<file path="config.mk">
export PLATFORM = sky130hd
export DESIGN_NAME = operand_loader
export DESIGN_NICKNAME = d
export VERILOG_FILES = /design/src/rtl/operand_loader.sv
export SDC_FILE = /design/constraint.sdc
export NUM_CORES = 1
export LEC_CHECK = 0
export BUFFER_PORTS_ARGS = -buffer_cell sky130_fd_sc_hd__clkbuf_2
export CAP_MARGIN = 20
export CORE_ASPECT_RATIO = 0.9
export CORE_MARGIN = 2
export CORE_UTILIZATION = 35
export CTS_CLUSTER_DIAMETER = 50
export DETAILED_ROUTE_END_ITERATION = 12
export PLACE_DENSITY = 0.57
export SYNTH_ARGS = -nofsm -noshare
export SYNTH_HDL_FRONTEND = slang
export SYNTH_SLANG_ARGS = --single-unit
</file>
<file path="constraint.sdc">
create_clock -name clock -period 3.6 [get_ports clock]
set_input_delay 0 -clock clock [delete_from_list [all_inputs] [get_ports clock]]
set_output_delay 0 -clock clock [all_outputs]
set_load 0.01 [all_outputs]
</file>
<file path="src/rtl/operand_loader.sv">
// Operand loader: collects four signed bytes into A-D, then hands off to the control unit
// through a start/done handshake guarded by a watchdog. Define OPLOAD_OVF_PREDICT_EN to add overflow prediction.
module operand_loader (
    input  logic       clock,
    input  logic       reset,
    input  logic       in_valid,
    output logic       in_ready,
    input  logic [7:0] in_data,
    input  logic       in_mode,
    input  logic       done,
    output logic [7:0] A,
    output logic [7:0] B,
    output logic [7:0] C,
    output logic [7:0] D,
    output logic       start,
    output logic       mode,
    output logic       busy,
    output logic       err,
    output logic       ovf_pred
);

    typedef enum logic [1:0] {LOAD, ISSUE, WAIT_DONE, WAIT_CLR} state_t;

    state_t     state_q, state_d;
    logic [1:0] cnt_q, cnt_d;
    logic [3:0] wd_q, wd_d;
    logic [7:0] a_q, a_d, b_q, b_d, c_q, c_d, d_q, d_d;
    logic       mode_q, mode_d;
    logic       err_q, err_d;
    logic       start_q, start_d;
    logic       in_ready_q, in_ready_d;
    logic       busy_q, busy_d;

    always_comb begin
        state_d = state_q;
        cnt_d   = cnt_q;
        wd_d    = wd_q;
        a_d     = a_q;
        b_d     = b_q;
        c_d     = c_q;
        d_d     = d_q;
        mode_d  = mode_q;
        err_d   = err_q;
        case (state_q)
            LOAD: begin
                if (in_valid) begin
                    case (cnt_q)
                        2'd0: begin a_d = in_data; mode_d = in_mode; end
                        2'd1: b_d = in_data;
                        2'd2: c_d = in_data;
                        default: d_d = in_data;
                    endcase
                    cnt_d = cnt_q + 2'd1;
                    if (cnt_q == 2'd3) state_d = ISSUE;
                end
            end
            ISSUE: begin
                wd_d    = 4'd0;
                state_d = WAIT_DONE;
            end
            WAIT_DONE: begin
                wd_d = wd_q + 4'd1;
                if (done) begin
                    state_d = WAIT_CLR;
                end else if (wd_q == 4'd15) begin
                    err_d   = 1'b1;
                    state_d = LOAD;
                end
            end
            default: begin
                if (!done) state_d = LOAD;
            end
        endcase
        // Handshake outputs are registered decodes of the next state, so no input reaches them combinationally.
        start_d    = (state_d == ISSUE) || (state_d == WAIT_DONE);
        in_ready_d = (state_d == LOAD);
        busy_d     = (state_d != LOAD);
    end

    always_ff @(posedge clock) begin
        if (reset) begin
            state_q    <= LOAD;
            cnt_q      <= 2'd0;
            wd_q       <= 4'd0;
            a_q        <= 8'd0;
            b_q        <= 8'd0;
            c_q        <= 8'd0;
            d_q        <= 8'd0;
            mode_q     <= 1'b0;
            err_q      <= 1'b0;
            start_q    <= 1'b0;
            in_ready_q <= 1'b1;
            busy_q     <= 1'b0;
        end else begin
            state_q    <= state_d;
            cnt_q      <= cnt_d;
            wd_q       <= wd_d;
            a_q        <= a_d;
            b_q        <= b_d;
            c_q        <= c_d;
            d_q        <= d_d;
            mode_q     <= mode_d;
            err_q      <= err_d;
            start_q    <= start_d;
            in_ready_q <= in_ready_d;
            busy_q     <= busy_d;
        end
    end

`ifdef OPLOAD_OVF_PREDICT_EN
    logic [9:0] res_q, res_d;
    logic [9:0] ea, eb, ec, ed;

    // Use the next-state operands so the final byte accepted on the ISSUE entry edge is included.
    always_comb begin
        ea    = {{2{a_d[7]}}, a_d};
        eb    = {{2{b_d[7]}}, b_d};
        ec    = {{2{c_d[7]}}, c_d};
        ed    = {{2{d_d[7]}}, d_d};
        res_d = res_q;
        if (state_q == LOAD && state_d == ISSUE)
            res_d = mode_d ? (ea - eb + ec + ed) : (ea + eb + ec - ed);
    end

    always_ff @(posedge clock) begin
        if (reset) res_q <= 10'd0;
        else       res_q <= res_d;
    end

    assign ovf_pred = (res_q[9:7] != 3'b000) && (res_q[9:7] != 3'b111);
`else
    assign ovf_pred = 1'b0;
`endif

    assign in_ready = in_ready_q;
    assign start    = start_q;
    assign busy     = busy_q;
    assign err      = err_q;
    assign mode     = mode_q;
    assign A        = a_q;
    assign B        = b_q;
    assign C        = c_q;
    assign D        = d_q;

endmodule

</file>
==> results.json, run 1 <==
{
  "run_status": "finished clean",
  "worst_clock_skew_ns": 0.00514,
  "p_leak_nw": 1.15,
  "drive_gt1_share_pct": 25.8,
  "ys.flop_type": "dfxtp_1",
  "total_power_w": 0.000947,
  "r2r-end": "in_ready$_SDFF_PP1_",
  "wl_per_cell_um": 12.7,
  "wirelength_um": 4050,
  "fin_crit_ns": 2.08,
  "cts_setup_buffers": 0,
  "max_slew_margin_pct": 40.3,
  "first_iter_violations": 52,
  "fin_crit_sh_pct": 57.8,
  "required_ns": 3.79,
  "start_util_pct": 36.2,
  "slowest_delay_ns": 0.40,
  "cts_tree": "yes",
  "syn_avg_cell_area_um2": 9.66,
  "hold_violations": 0,
  "criticalPathCategory": "flop to flop",
  "first_pass_iters": 4,
  "final_nets": 276,
  "post_cts_resized": 0,
  "synth_area_leader_cell": "dfxtp_1",
  "async_reset_ff_share_pct": 0,
  "dieArea_mm2": 0.00601,
  "setup_viol": 0,
  "port_buffers": 49,
  "grt_first_pass_wirelength_um": 6400,
  "r2r_cells": 7,
  "hold_path.class": "input pin to flop",
  "synthTopCellsByCount": "dfxtp_1, nor2_1, mux2i_1, nand2_1, a21oi_1",
  "finalSetupTns_ns": 0,
  "pin_count": 51,
  "cpMaxStageDelayCell": "ha_1",
  "drc": 0,
  "drv_cap": 0,
  "crit_chain": "inv_1 > ha_1 > and3_1 > a211oi_2 > or3_1 > ha_1 > or2_2",
  "cts-htree-levels": 2,
  "start_kind": "flop",
  "vias_per_cell": 4.60,
  "die-height_um": 73.8,
  "num_antenna_cells": 0,
  "min_path_cells": 3,
  "path_max_fanout": 11,
  "grt_usage_pct": 14.4,
  "grt_pass1_vias": 1330,
  "min_to": "cnt_q[1]$_SDFFE_PP0P_",
  "max_freq_mhz": 481,
  "hold_start": "in_valid",
  "vias": 1467,
  "synth_area_mm2": 0.00189,
  "r2r-start": "state_q[0]$_SDFF_PP0_",
  "cts_made_buffers": 5,
  "synth.most_common_cell": "dfxtp_1",
  "area_growth_pct": 23.1,
  "cts_buffer_depth": 2,
  "core_mm2": 0.00522,
  "clk_pin_slew_worst_paths_ns": 0.08,
  "ctsRootBufferMaster": "clkbuf_8",
  "cts_sinks": 45,
  "synth_area_leaders": "dfxtp_1, mux2i_1, ha_1",
  "grt_start_max_net_pins": 46,
  "syn_inst": 196,
  "slew_violations": 0,
  "hpwl_um": 2710,
  "antenna_found_initial": 0,
  "power_density_mw_per_mm2": 406,
  "syn_nets": 221,
  "fp-row-count": 25,
  "hold_buffers": 9,
  "rsz0062_at_grt": "no",
  "cpMostUsedCell": "ha_1",
  "antenna_left": 0,
  "synth_seq_cells": 45,
  "synth-edff-count": 0,
  "synth.yosys.warnings": 0,
  "cp-end-kind": "flop",
  "clk_latency_ns": 0.30,
  "seq_area_frac_synth_pct": 47.6,
  "critPathArrivalTime_ns": 2.27,
  "grt-ovfl-total": 0,
  "place_congestion": 0.722,
  "die_w_um": 81.5,
  "ir_drop_mv": 0.206,
  "synth_top_area_share_pct": 47.6,
  "ys_types": 31,
  "regToRegSetupSlack_ns": 1.52,
  "worst_pin_slew_ns": 0.895
}
## sequential cells by signal (all words and copies together), names as in the netlist, 2 cells and up
register  cells
state_q       2
cnt_q         2
D             8
wd_q          4
B             8
A             8
C             8
## per-stage QoR
step | hold slack, ns | area (µm²) | setup WS (ns) | cells | utilization (%)
6_report | 0.102 | 2330 | 1.52 | 319 | 44.6
3_3_place_gp | 0.231 | 2150 | 1.60 | 302 | 41.2
5_1_grt | 0.130 | 2330 | 1.35 | 319 | 44.6
2_1_floorplan | 0.136 | 1890 | 1.84 | 196 | -
3_5_place_dp | 0.234 | 2150 | 1.53 | 302 | 41.2
4_1_cts | 0.0871 | 2330 | 1.52 | 319 | 44.6
## logic make-up (layout without fill, tap and decap cells)
| kind of cell | count (synthesis) | after routing | share of synthesized area [%] |
|---|---|---|---|
| other | 1 | 1 | 0.198 |
| multiplexers | 25 | 25 | 13.3 |
| buffers and inverters | 16 | 72 | 4.82 |
| adder cells (fa/ha/maj) | 12 | 12 | 7.93 |
| flip-flops | 45 | 45 | 47.6 |
| AND/OR/NAND/NOR | 71 | 71 | 17.1 |
| XOR/XNOR | 1 | 1 | 0.463 |
| AO/OA/AOI/OAI | 25 | 25 | 8.59 |
## final cells by class
type,count,area [µm²]
inverter,6,22.5
timing repair buffer,58,335
sequential,45,901
fill,519,2890
tap,67,83.8
multi-input combinational,135,901
clock inverter,2,15.0
clock buffer,6,72.6
## critical path: cells and delay by family (launching register included)
family / cells / cell delay [ns]
DFF: 1 / 0.37
buffers and inverters: 1 / 0.10
and+or+nand+nor: 3 / 0.85
AOI/OAI and AO/OA: 1 / 0.05
adders and majority gates: 2 / 0.60
## power by group
group | internal, W | switching [W] | leakage, nW
Sequential | 0.000515 | 0.0000107 | 0.365
Combinational | 0.0000456 | 0.0000620 | 0.751
Clock | 0.000137 | 0.000177 | 0.0374
## how the worst max path moves through the flow
stage | end | start | slack (ns) | depth (start not counted)
2_1_floorplan | in_ready$_SDFF_PP1_ | state_q[1]$_SDFF_PP0_ | 1.84 | 8
3_3_place_gp | in_ready$_SDFF_PP1_ | state_q[0]$_SDFF_PP0_ | 1.60 | 7
3_5_place_dp | in_ready$_SDFF_PP1_ | state_q[1]$_SDFF_PP0_ | 1.53 | 7
4_1_cts | in_ready$_SDFF_PP1_ | state_q[1]$_SDFF_PP0_ | 1.52 | 7
5_1_grt | start$_SDFF_PP0_ | state_q[1]$_SDFF_PP0_ | 1.35 | 7
6_report | in_ready$_SDFF_PP1_ | state_q[0]$_SDFF_PP0_ | 1.52 | 7
## placed cells by master (no fill, tap or decap), types with 2 or more instances in the layout
master,count
inv_1,6
mux2i_1,24
nand3_2,3
clkinvlp_4,2
ha_1,12
dlygate4sd3_1,9
a21o_1,2
a21oi_1,13
nand3_1,5
nor2b_1,2
clkbuf_2,49
nor2_1,29
or3_1,3
nand4b_1,2
and3_1,2
nand2_1,23
a31oi_1,2
dfxtp_1,45
o21ba_2,2
clkbuf_8,5
## layer usage
metal	share of wire, %	global-route usage [%]
met1	51	20.0
met5	0	0
met2	44	20.1
met3	4.0	4.55
met4	1.6	6.78
No activity file was read; power rests on OpenSTA's default activity.
==> run 2: changes to the inputs <==
Clock period 3.6 ns to 2.1 ns, I/O delays scaled along.
==> results.json, run 2 (synthesis results as in run 1) <==
{
  "fin_crit_ns": 1.87,
  "fillCellCount": 510,
  "grt_start_max_net_pins": 28,
  "grt-ovfl-total": 0,
  "r2r-start": "state_q[0]$_SDFF_PP0_",
  "slew_violations": 0,
  "drc": 0,
  "cp-end-kind": "flop",
  "drv_cap": 0,
  "path_max_fanout": 8,
  "num_antenna_cells": 0,
  "r2r-end": "in_ready$_SDFF_PP1_",
  "run_status": "finished clean",
  "hold_violations": 0,
  "ir_drop_mv": 0.330,
  "vias_per_cell": 4.63,
  "wirelength_um": 4100,
  "antenna_left": 0,
  "fp-row-count": 25,
  "cts_made_buffers": 5,
  "cts_sinks": 45,
  "wl_per_cell_um": 12.8,
  "drive_gt1_share_pct": 26.4,
  "critPathArrivalTime_ns": 2.06,
  "start_kind": "flop",
  "required_ns": 2.29,
  "max_slew_margin_pct": 64.0,
  "final_util_pct": 44.9,
  "grt_pass1_vias": 1323,
  "vias": 1487,
  "finalSetupTns_ns": 0,
  "r2r_cells": 6,
  "clk_latency_ns": 0.30,
  "port_buffers": 49,
  "antenna_found_initial": 0,
  "worst_pin_slew_ns": 0.539,
  "final_nets": 278,
  "max_freq_mhz": 536,
  "ctsRootBufferMaster": "clkbuf_8",
  "clk_pin_slew_worst_paths_ns": 0.08,
  "final_cell_mix": "clkbuf_2, dfxtp_1, nor2_1",
  "power_density_mw_per_mm2": 691,
  "fin_crit_sh_pct": 88.9,
  "crit_path_end": "in_ready$_SDFF_PP1_",
  "pin_count": 51,
  "die_w_um": 81.5,
  "regToRegSetupSlack_ns": 0.23,
  "worst_clock_skew_ns": 0.00423,
  "rsz0062_at_grt": "no",
  "cts_buffer_depth": 2,
  "cts_tree": "yes",
  "place_congestion": 0.683,
  "p_leak_nw": 1.16,
  "grt_usage_pct": 14.2,
  "area_growth_pct": 23.9,
  "dieArea_mm2": 0.00601,
  "core_mm2": 0.00522,
  "cts-htree-levels": 2,
  "first_pass_iters": 4,
  "criticalPathCategory": "flop to flop",
  "startpoint": "state_q[0]$_SDFF_PP0_",
  "die-height_um": 73.8,
  "hpwl_um": 2800,
  "final_common_cell": "clkbuf_2",
  "post_cts_resized": 0,
  "grt_first_pass_wirelength_um": 6290,
  "hold_path.class": "input pin to flop",
  "start_util_pct": 36.2,
  "setup_viol": 0,
  "first_iter_violations": 68
}
## run 2: report_power, final
group	leakage [nW]	internal (W)	switching, W	total (W)
Combinational	0.760	0.0000799	0.000109	0.000189
Sequential	0.365	0.000883	0.0000175	0.000901
Clock	0.0374	0.000234	0.000298	0.000533
Total	1.16	0.00120	0.000424	0.00162
## run 2: what timing repair did
action                                 in CTS  in global routing
buffers inserted                            0                  0
hold buffers                                9                  0
endpoints found under the hold margin      18                  0
setup endpoints to repair                   0                  0
## run 2: area by class of cell
| cell class | instances | area, µm² | area share [%] |
|---|---|---|---|
| clock inverter | 2 | 15.0 | 0.640 |
| clock buffer | 6 | 72.6 | 3.09 |
| inverter | 6 | 22.5 | 0.960 |
| sequential | 45 | 901 | 38.4 |
| tap | 67 | 83.8 | 3.57 |
| multi-input combinational | 135 | 901 | 38.4 |
| timing repair buffer | 60 | 350 | 14.9 |
## run 2: worst min-delay path by stage
stage | start | end | slack, ns | cells past startpoint
2_1_floorplan | in_data[0] | A[0]$_SDFFE_PP0P_ | 0.14 | 2
3_3_place_gp | in_mode | mode$_SDFFE_PP0P_ | 0.23 | 3
3_5_place_dp | in_mode | mode$_SDFFE_PP0P_ | 0.23 | 3
4_1_cts | done | state_q[1]$_SDFF_PP0_ | 0.07 | 3
5_1_grt | done | state_q[1]$_SDFF_PP0_ | 0.1 | 3
6_report | done | state_q[1]$_SDFF_PP0_ | 0.08 | 3
## run 2: metal layers
| layer | global-route usage [%] | part of all wire [%] |
|---|---|---|
| met1 | 19.1 | 49 |
| met2 | 20.1 | 46 |
| met3 | 4.30 | 4.0 |
| met4 | 7.91 | 1.4 |
| met5 | 0 | 0 |
## run 2: worst max-delay path, stage by stage, from the launching register on
cell and delay [ns]:
dfxtp_1 0.37, inv_1 0.10, ha_1 0.34, a211oi_2 0.12
or3_1 0.36, ha_1 0.20, or2_2 0.26
## run 2: metrics by stage
step / power [W] / worst slack (ns) / instances / hold WS (ns) / cell area (µm²)
after CTS: 0.00165 / 0.241 / 321 / 0.0737 / 2350
after global routing: 0.00170 / 0.0975 / 321 / 0.0960 / 2350
after floorplan: 0.00103 / 0.338 / 196 / 0.136 / 1890
after global placement: 0.00109 / 0.305 / 304 / 0.229 / 2170
after detailed placement: 0.00110 / 0.243 / 304 / 0.233 / 2170
final: 0.00162 / 0.233 / 321 / 0.0817 / 2350
